[src/rtl/life_pkg.sv]
// Shared types and constants for the Game-of-Life engine.
package life_pkg;

    typedef enum logic [1:0] {
        IDLE   = 2'd0,
        SCAN   = 2'd1,
        COMMIT = 2'd2
    } life_state_e;

    // Conway B3/S23 rule masks: bit n selects the outcome for n live neighbours.
    localparam logic [8:0] DEF_BIRTH   = 9'b000001000;
    localparam logic [8:0] DEF_SURVIVE = 9'b000001100;

    localparam int GEN_W = 16;

endpackage

[src/rtl/life_rule.sv]
// Next-state rule for one cell: cells[4] is the centre, the other eight bits are its neighbours.
module life_rule
    import life_pkg::*;
(
    input  logic [8:0] cells,
    input  logic [8:0] birth,
    input  logic [8:0] survive,
    output logic       next
);

    logic [3:0] n;

    always_comb begin
        n = 4'(cells[0]) + 4'(cells[1]) + 4'(cells[2]) + 4'(cells[3])
          + 4'(cells[5]) + 4'(cells[6]) + 4'(cells[7]) + 4'(cells[8]);
        next = cells[4] ? survive[n] : birth[n];
    end

endmodule

[src/rtl/life_engine.sv]
// Game-of-Life grid engine: serial one-cell-per-cycle generation into a shadow grid, then one-cycle commit.
// Define LIFE_WRAP_EN for a toroidal grid; otherwise off-grid neighbours read as dead.
module life_engine
    import life_pkg::*;
#(
    parameter int         X       = 8,
    parameter int         Y       = 8,
    parameter int         LOG2X   = 3,
    parameter int         LOG2Y   = 3,
    parameter logic [8:0] BIRTH   = DEF_BIRTH,
    parameter logic [8:0] SURVIVE = DEF_SURVIVE,
    parameter int         PERIOD  = 1000000
) (
    input  logic             clk,
    input  logic             rst,
    input  logic             key_nxt,
    input  logic             key_run,
    input  logic             key_flip,
    input  logic             key_clr,
    input  logic [LOG2X-1:0] cursor_x,
    input  logic [LOG2Y-1:0] cursor_y,
    output logic [X*Y-1:0]   data,
    output logic             busy,
    output logic             running,
    output logic [GEN_W-1:0] gen_cnt
);

    localparam int N  = X * Y;
    localparam int IW = (N > 1) ? $clog2(N) : 1;
    localparam int TW = (PERIOD > 1) ? $clog2(PERIOD) : 1;
    localparam logic [TW-1:0] RELOAD = TW'(PERIOD - 1);

    life_state_e      state_q, state_d;
    logic [N-1:0]     shadow;
    logic [LOG2X-1:0] cx;
    logic [LOG2Y-1:0] cy;
    logic [TW-1:0]    timer;
    logic             nxt_pend;

    logic             edit, timer_hit, gen_req, start, defer, last;
    logic             flip_ok;
    logic [IW-1:0]    flip_idx, scan_idx;
    logic [8:0]       cells;
    logic             next_cell;

    function automatic logic cell_at(input logic [N-1:0] g, input int px, input int py);
        int qx, qy;
        qx = px;
        qy = py;
`ifdef LIFE_WRAP_EN
        if (qx < 0) qx = qx + X;
        else if (qx >= X) qx = qx - X;
        if (qy < 0) qy = qy + Y;
        else if (qy >= Y) qy = qy - Y;
`else
        if (qx < 0 || qx >= X || qy < 0 || qy >= Y) return 1'b0;
`endif
        return g[IW'(qy * X + qx)];
    endfunction

    // Neighbourhood of the scan cursor, always read from the committed grid.
    assign cells = {
        cell_at(data, int'(cx) + 1, int'(cy) + 1),
        cell_at(data, int'(cx),     int'(cy) + 1),
        cell_at(data, int'(cx) - 1, int'(cy) + 1),
        cell_at(data, int'(cx) + 1, int'(cy)),
        cell_at(data, int'(cx),     int'(cy)),
        cell_at(data, int'(cx) - 1, int'(cy)),
        cell_at(data, int'(cx) + 1, int'(cy) - 1),
        cell_at(data, int'(cx),     int'(cy) - 1),
        cell_at(data, int'(cx) - 1, int'(cy) - 1)
    };

    life_rule u_rule (
        .cells   (cells),
        .birth   (BIRTH),
        .survive (SURVIVE),
        .next    (next_cell)
    );

    assign scan_idx = IW'(int'(cy) * X + int'(cx));
    assign flip_idx = IW'(int'(cursor_y) * X + int'(cursor_x));
    assign flip_ok  = (int'(cursor_x) < X) && (int'(cursor_y) < Y);
    assign busy     = (state_q != IDLE);

    always_ff @(posedge clk or posedge rst) begin
        if (rst) state_q <= IDLE;
        else     state_q <= state_d;
    end

    // A start that coincides with a grid edit is deferred one cycle so the edit lands first.
    always_comb begin
        state_d   = state_q;
        edit      = key_clr | key_flip;
        timer_hit = running && (timer == '0);
        gen_req   = key_nxt | timer_hit | nxt_pend;
        start     = 1'b0;
        defer     = 1'b0;
        last      = (int'(cx) == X - 1) && (int'(cy) == Y - 1);
        case (state_q)
            IDLE: begin
                start = gen_req & ~edit;
                defer = gen_req & edit;
                if (start) state_d = SCAN;
            end
            SCAN:    if (last) state_d = COMMIT;
            COMMIT:  state_d = IDLE;
            default: state_d = IDLE;
        endcase
    end

    always_ff @(posedge clk or posedge rst) begin
        if (rst) begin
            running <= 1'b0;
            timer   <= '0;
        end else if (key_run) begin
            running <= ~running;
            timer   <= RELOAD;
        end else if (running && state_q == IDLE) begin
            if (gen_req) timer <= RELOAD;
            else         timer <= timer - TW'(1);
        end
    end

    always_ff @(posedge clk or posedge rst) begin
        if (rst) begin
            data     <= '0;
            shadow   <= '0;
            gen_cnt  <= '0;
            cx       <= '0;
            cy       <= '0;
            nxt_pend <= 1'b0;
        end else begin
            case (state_q)
                IDLE: begin
                    nxt_pend <= defer;
                    cx       <= '0;
                    cy       <= '0;
                    if (key_clr)                 data           <= '0;
                    else if (key_flip && flip_ok) data[flip_idx] <= ~data[flip_idx];
                end
                SCAN: begin
                    shadow[scan_idx] <= next_cell;
                    if (int'(cx) == X - 1) begin
                        cx <= '0;
                        cy <= cy + LOG2Y'(1);
                    end else begin
                        cx <= cx + LOG2X'(1);
                    end
                end
                COMMIT: begin
                    data    <= shadow;
                    gen_cnt <= gen_cnt + GEN_W'(1);
                end
                default: ;
            endcase
        end
    end

endmodule

[config.mk]
export PLATFORM = sky130hd
export DESIGN_NAME = life_engine
export DESIGN_NICKNAME = d
export VERILOG_FILES = /design/src/rtl/life_pkg.sv /design/src/rtl/life_rule.sv /design/src/rtl/life_engine.sv
export SDC_FILE = /design/constraint.sdc
export NUM_CORES = 1
export LEC_CHECK = 0
export CAP_MARGIN = 20
export CORE_MARGIN = 10
export CORE_UTILIZATION = 60
export DETAILED_ROUTE_END_ITERATION = 10
export PLACE_DENSITY = 0.81
export SYNTH_ARGS = -nofsm -noshare
export SYNTH_HDL_FRONTEND = slang
export SYNTH_SLANG_ARGS = --single-unit
[constraint.sdc]
create_clock -name clk -period 7.75 [get_ports clk]
set_input_delay 1.1625 -clock clk [delete_from_list [all_inputs] [get_ports clk]]
set_output_delay 1.1625 -clock clk [all_outputs]
set_load 0.01 [all_outputs]
======== Word level (Yosys, flattened, before mapping) ========
Memory sizes are Yosys's and may differ from the RTL's.
Index checks and enable logic that the tools add are counted.
operators by class
  bitwise operators ....................... 8
  equality and inequality tests ........... 8
  reductions and logical operators ........ 26
  muxes and demuxes ....................... 75
  magnitude comparators ................... 22
  add/sub/neg operators ................... 25
operator list
  kind                                                                          number
  64-bit bitwise mux                                                            2
  64-bit 2-to-1 mux                                                             2
  64-bit case mux with 2 select lines                                           1
  6-bit by 8-bit less-than comparator with 1-bit output, second input constant  9
  1-bit binary-select mux with 6-bit select                                     10
  20-bit 2-to-1 mux                                                             3
  1-bit 2-to-1 mux                                                              48
  6-bit by 4-bit adder with 6-bit output                                        5
  4-bit by 1-bit adder with 4-bit output                                        6
  20-bit zero test                                                              1
  20-bit by 1-bit subtractor with 20-bit output, second input constant          1
  16-bit by 1-bit adder with 16-bit output, second input constant               1
  4-bit by 1-bit less-than comparator with 1-bit output, second input constant  4
  6-bit by 7-bit less-than comparator with 1-bit output, second input constant  2
  6-bit by 3-bit adder with 6-bit output                                        2
  6-bit adder                                                                   2
  1-bit demux with 6-bit select                                                 2
  6-bit by 1-bit >= comparator with 1-bit output, second input constant         2
  1-bit logical OR                                                              12
  3-bit case mux with 2 select lines                                            2
  4-bit by 5-bit >= comparator with 1-bit output, second input constant         2
  3-bit by 1-bit adder with 4-bit output, second input constant                 2
  4-bit >= comparator, second input constant                                    2
  2-bit nonzero test                                                            4
  19 further kinds                                                              37
word-level totals
  output and inout port bits .............. 82
  register bits ........................... 174
  input bits .............................. 12
  logic and storage cells ................. 175
  memories kept ........................... 2
  memory bits (read-only) ................. 32
memories
  memory           depth  bits a word  rd ports  clocked after Yosys merged registers in  wr ports  line             RTL
  (no name shown)  16     1            1         0                                        0         life_rule.sv:16  next = cells[4] ? survive[n] : birth[n];
  (no name shown)  16     1            1         0                                        0         life_rule.sv:16

======== Depth between registers and ports, before layout ========
  word-level depth ........................ 18
  mapped depth ............................ 26
  gate-level depth less buffers ........... 22

======== Modules after synthesis ========
From an unflattened synthesis, not the netlist that was laid out.
second synthesis, totals
  cells, all modules ...................... 1210
  area, all modules ....................... 12305.6 µm²
modules (own cells, without submodules)
  module       cells an instance  area each (µm²)  sequential area each (µm²)  times used
  life_engine  1180               11960.2          4354.2                      1
  life_rule    30                 345.3            0.0                         1

======== Worst setup path before layout ========
No wires, ideal clock.
  path type ............................... register to register
  from .................................... register cx[0]
  to ...................................... register shadow[16]
  path buffers ............................ 4
  path slack .............................. 1178 ps
  period minus slack after synthesis ...... 6572 ps
  setup time .............................. 97 ps
  cell stages (with the launch flop) ...... 27
  arrival time ............................ 6475 ps
  data required time ...................... 7653 ps
  cell sequence ........................... dfrtp_1 -> buf_4 -> inv_1 -> clkbuf_1 -> ha_1 -> inv_2 -> buf_1 -> mux4_2 -> mux2i_1 -> nor2b_1 -> a21oi_1 -> mux2i_1 -> o22ai_1 -> ha_1 -> inv_1 -> fa_1 -> inv_1 -> fa_1 -> inv_1 -> fa_1 -> fa_1 -> nor3_1 -> mux2i_1 -> nor2_1 -> clkbuf_1 -> nand3_1 -> o31ai_1
on the way
  cells in the longest elaborated chain, start to end .. 18
  elaborated cells on any way between the ends .. 84
  classes of those cells .................. add/sub (18); order compare (6); mux (47); reduce/logical (11); memory (2)
RTL lines
  what                                                                                             line                RTL
  start, declared                                                                                  life_engine.sv:35   logic [LOG2X-1:0] cx;
  start signal, assigned                                                                           life_engine.sv:148  cx <= cx + LOG2X'(1);
  parallel branches: the longest is 17 deep, another holds 6-bit by 4-bit adder with 6-bit output  -
  64-bit bitwise mux (*)                                                                           life_engine.sv:143  shadow[scan_idx] <= next_cell;
  end signal, assigned by index                                                                    life_engine.sv:143
  end, declared                                                                                    life_engine.sv:34   logic [N-1:0] shadow;
Every way passes the cells marked *. The select of a mux whose other input is x is not followed.
A chain may end at the register's enable or synchronous reset.

======== Final worst setup path ========
  from .................................... register cx[0]
  to ...................................... register shadow[57]
Same word-level chain as after synthesis.

==> summary.txt <==
Final Max Slew Viols: 0
number of flops mapped to enable cells by yosys: 0
FF-to-FF setup slack: 0.86 ns
post-synthesis sequential area ratio: 0.3655
Setup Crit Path Kind: flop to flop
DR iter-0 viols: 1,666
largest net degree at the start of global routing: 73
area taken by multi-input logic gates: 7066 um2
antenna violations before repair: 0
fin nets: 1,360
CP Max Fanout: 32
Max Cap Violations: 0
Core Area: 19,530 um2
# DRC: 0
Final Hold Vio Count: 0
I/O pins: 94
Max stage delay on crit path: 0.58 ns
Mapped Area: 11,910 um2
synthesized net count: 1,327
Clock transition at path regs: 0.07 ns
highest-delay cell along the critical path: mux4_2
Cell Chain, Critical Path: inv_1 -> buf_4 -> ha_1 -> inv_2 -> mux4_2 -> nand2_1 -> and2_0 -> mux2i_1 -> mux2i_1 -> o22ai_1 -> ha_1 -> inv_1 -> fa_1 -> inv_1 -> fa_1 -> inv_1 -> fa_1 -> fa_1 -> nor3_1 -> mux2i_1 -> a211o_1 -> buf_4 -> o31ai_1
P&R area growth vs syn: 13.53%
Avg Cell Area, Syn: 9.227 um2
antenna viol nets, final: 0
worst-margin pin slew: 1.161 ns
#FFs+latches synth: 174
WHS: 0.4710 ns
synth top area cells: dfrtp_1, mux4_2, mux2i_1
synth unique cells: 71
first-pass GRT wire length: 64,210 um
DRT Pass-1 Iters: 6
H-tree levels: 4
RSZ-0062 raised after global routing: no
Top delay family on crit path: adder cells
Buf+Inv Stages, Crit Path: 7
CTS resizes: 0
Sequential Area: 4354 um2
Clock Skew: 0.01595 ns
root buffer cell: clkbuf_16
Yosys top cell by area: dfrtp_1
period utilization: 0.8887
commonest non-fill, non-tap cell in the layout: dfrtp_1
Arr. time, crit path: 7.21 ns
Post-synth ARST share: 1.000
diode count: 0
Die X: 160.9 um
final wirelength: 40,870 um
total global-route track usage: 0.3132
Inserted Clock Buffers: 17
row count: 51
CTS tree: done
Initial Util: 0.6101
total gr overflow: 0
Synth warnings: 0
worst rel slew slack: 0.2228
Setup TNS: 0 ns
top_reg_cell synth: dfrtp_1
vias per cell: 7.101
number of I/O port buffers: 93
cell count after synthesis: 1,291
die area: 25,890 um2
CTS Hold Bufs: 0
DP Wirelength: 27,360 um
min cycle time layout: 6.887 ns
Max Fclk: 0.1452 GHz
WL/cell: 25.51 um
Clock Sink Count: 174
die height: 160.9 um
Worst Setup End Kind: flop
top cell type's share of synthesized area: 0.3655
commonest non-fill, non-tap cells in the layout: dfrtp_1, nor2_1, nand2_1, o21ai_0, a21oi_1
min-delay worst type: flop to flop
Worst setup SP type: flop
worst-skew pair later-pin latency: 0.46 ns
routed vias: 11,380
fillers: 1,465
Post-CTS Setup Repair Bufs: 0
fraction of layout cells with a size suffix above 1: 0.1047
vias in the first global route: 11,040
clk buf depth: 2
gpl congestion: 1.016
# setup viols final: 0
status: complete, no violations
CP required: 8.07 ns
-- kinds of logic after synthesis --
logic type,count (synthesis),share of synthesized area
AND/OR/NAND/NOR,413,0.1561
AO/OA/AOI/OAI,369,0.1966
flip-flops,174,0.3655
multiplexers,145,0.1779
buffers and inverters,123,0.04327
XOR/XNOR,43,0.03224
adder cells (fa/ha/maj),24,0.02836
-- worst paths after layout --
kind / start / end / cells past startpoint
max: cx[0] / shadow[57] / 23
min: gen_cnt[15] / gen_cnt[15] / 1
max reg2reg: cx[0] / shadow[57] / 23
min reg2reg: gen_cnt[15] / gen_cnt[15] / 1
max in group asynchronous: rst / data[21] / 3
min in group asynchronous: rst / shadow[26] / 2
-- layout make-up --
cell class              count  area share
inverters                  25    0.007309
repair buffers            112     0.07919
multi-input cells         994      0.5224
clock buffers              17     0.03146
well taps                 265     0.02452
clock inverters            15     0.01314
flip-flops and latches    174      0.3220
-- synthesized netlist by cell type, types with 13 or more instances --
cell and instances:
xor2_1 17, o21ai_0 110, xnor2_1 25, mux4_2 53, nor2_1 163, nor2b_1 14, a22oi_1 35, mux2i_1 88
nand3_1 38, nand2_1 125, a21oi_1 102, ha_1 19, o31ai_1 44, nor3_1 13, clkbuf_1 72, inv_1 21
dfrtp_1 174, a32oi_1 17
-- registers in the layout, summed over array words and instances, names as in the netlist --
signal / flops
data: 64
shadow: 64
timer: 20
gen_cnt: 16
cx: 3
cy: 3
state_q: 2
nxt_pend: 1
running: 1
-- metrics by stage --
step	cells	area (um2)	worst slack, ns	utilization
3_5_place_dp	1569	12920	1.017	0.6615
6_report	1602	13520	0.8628	0.6926
4_1_cts	1601	13520	0.9525	0.6924
2_1_floorplan	1291	11910	1.178	-
5_1_grt	1602	13520	0.4689	0.6926
3_3_place_gp	1568	12910	1.237	0.6611
-- worst reg2reg max path: stages, from the launching register on --
cell and delay (ns):
dfrtp_1 0.56, inv_1 0.11, buf_4 0.21, ha_1 0.51
inv_2 0.44, mux4_2 0.58, nand2_1 0.08, and2_0 0.24
mux2i_1 0.12, mux2i_1 0.19, o22ai_1 0.09, ha_1 0.28
inv_1 0.05, fa_1 0.52, inv_1 0.05, fa_1 0.52
inv_1 0.05, fa_1 0.45, fa_1 0.39, nor3_1 0.18
mux2i_1 0.18, a211o_1 0.30, buf_4 0.26, o31ai_1 0.39
-- routing by layer --
layer	wire length, um	track usage	up-vias	part of all wire
li1	-	-	4816	-
met1	14460	0.3903	5417	0.35
met2	18100	0.4677	935	0.44
met3	5628	0.1048	208	0.14
met4	2689	0.1791	0	0.066
met5	0	0	-	0
Power is left out: the tool's default activity adds up to more than one toggle a clock period on the data nets, which glitch-free logic cannot reach.
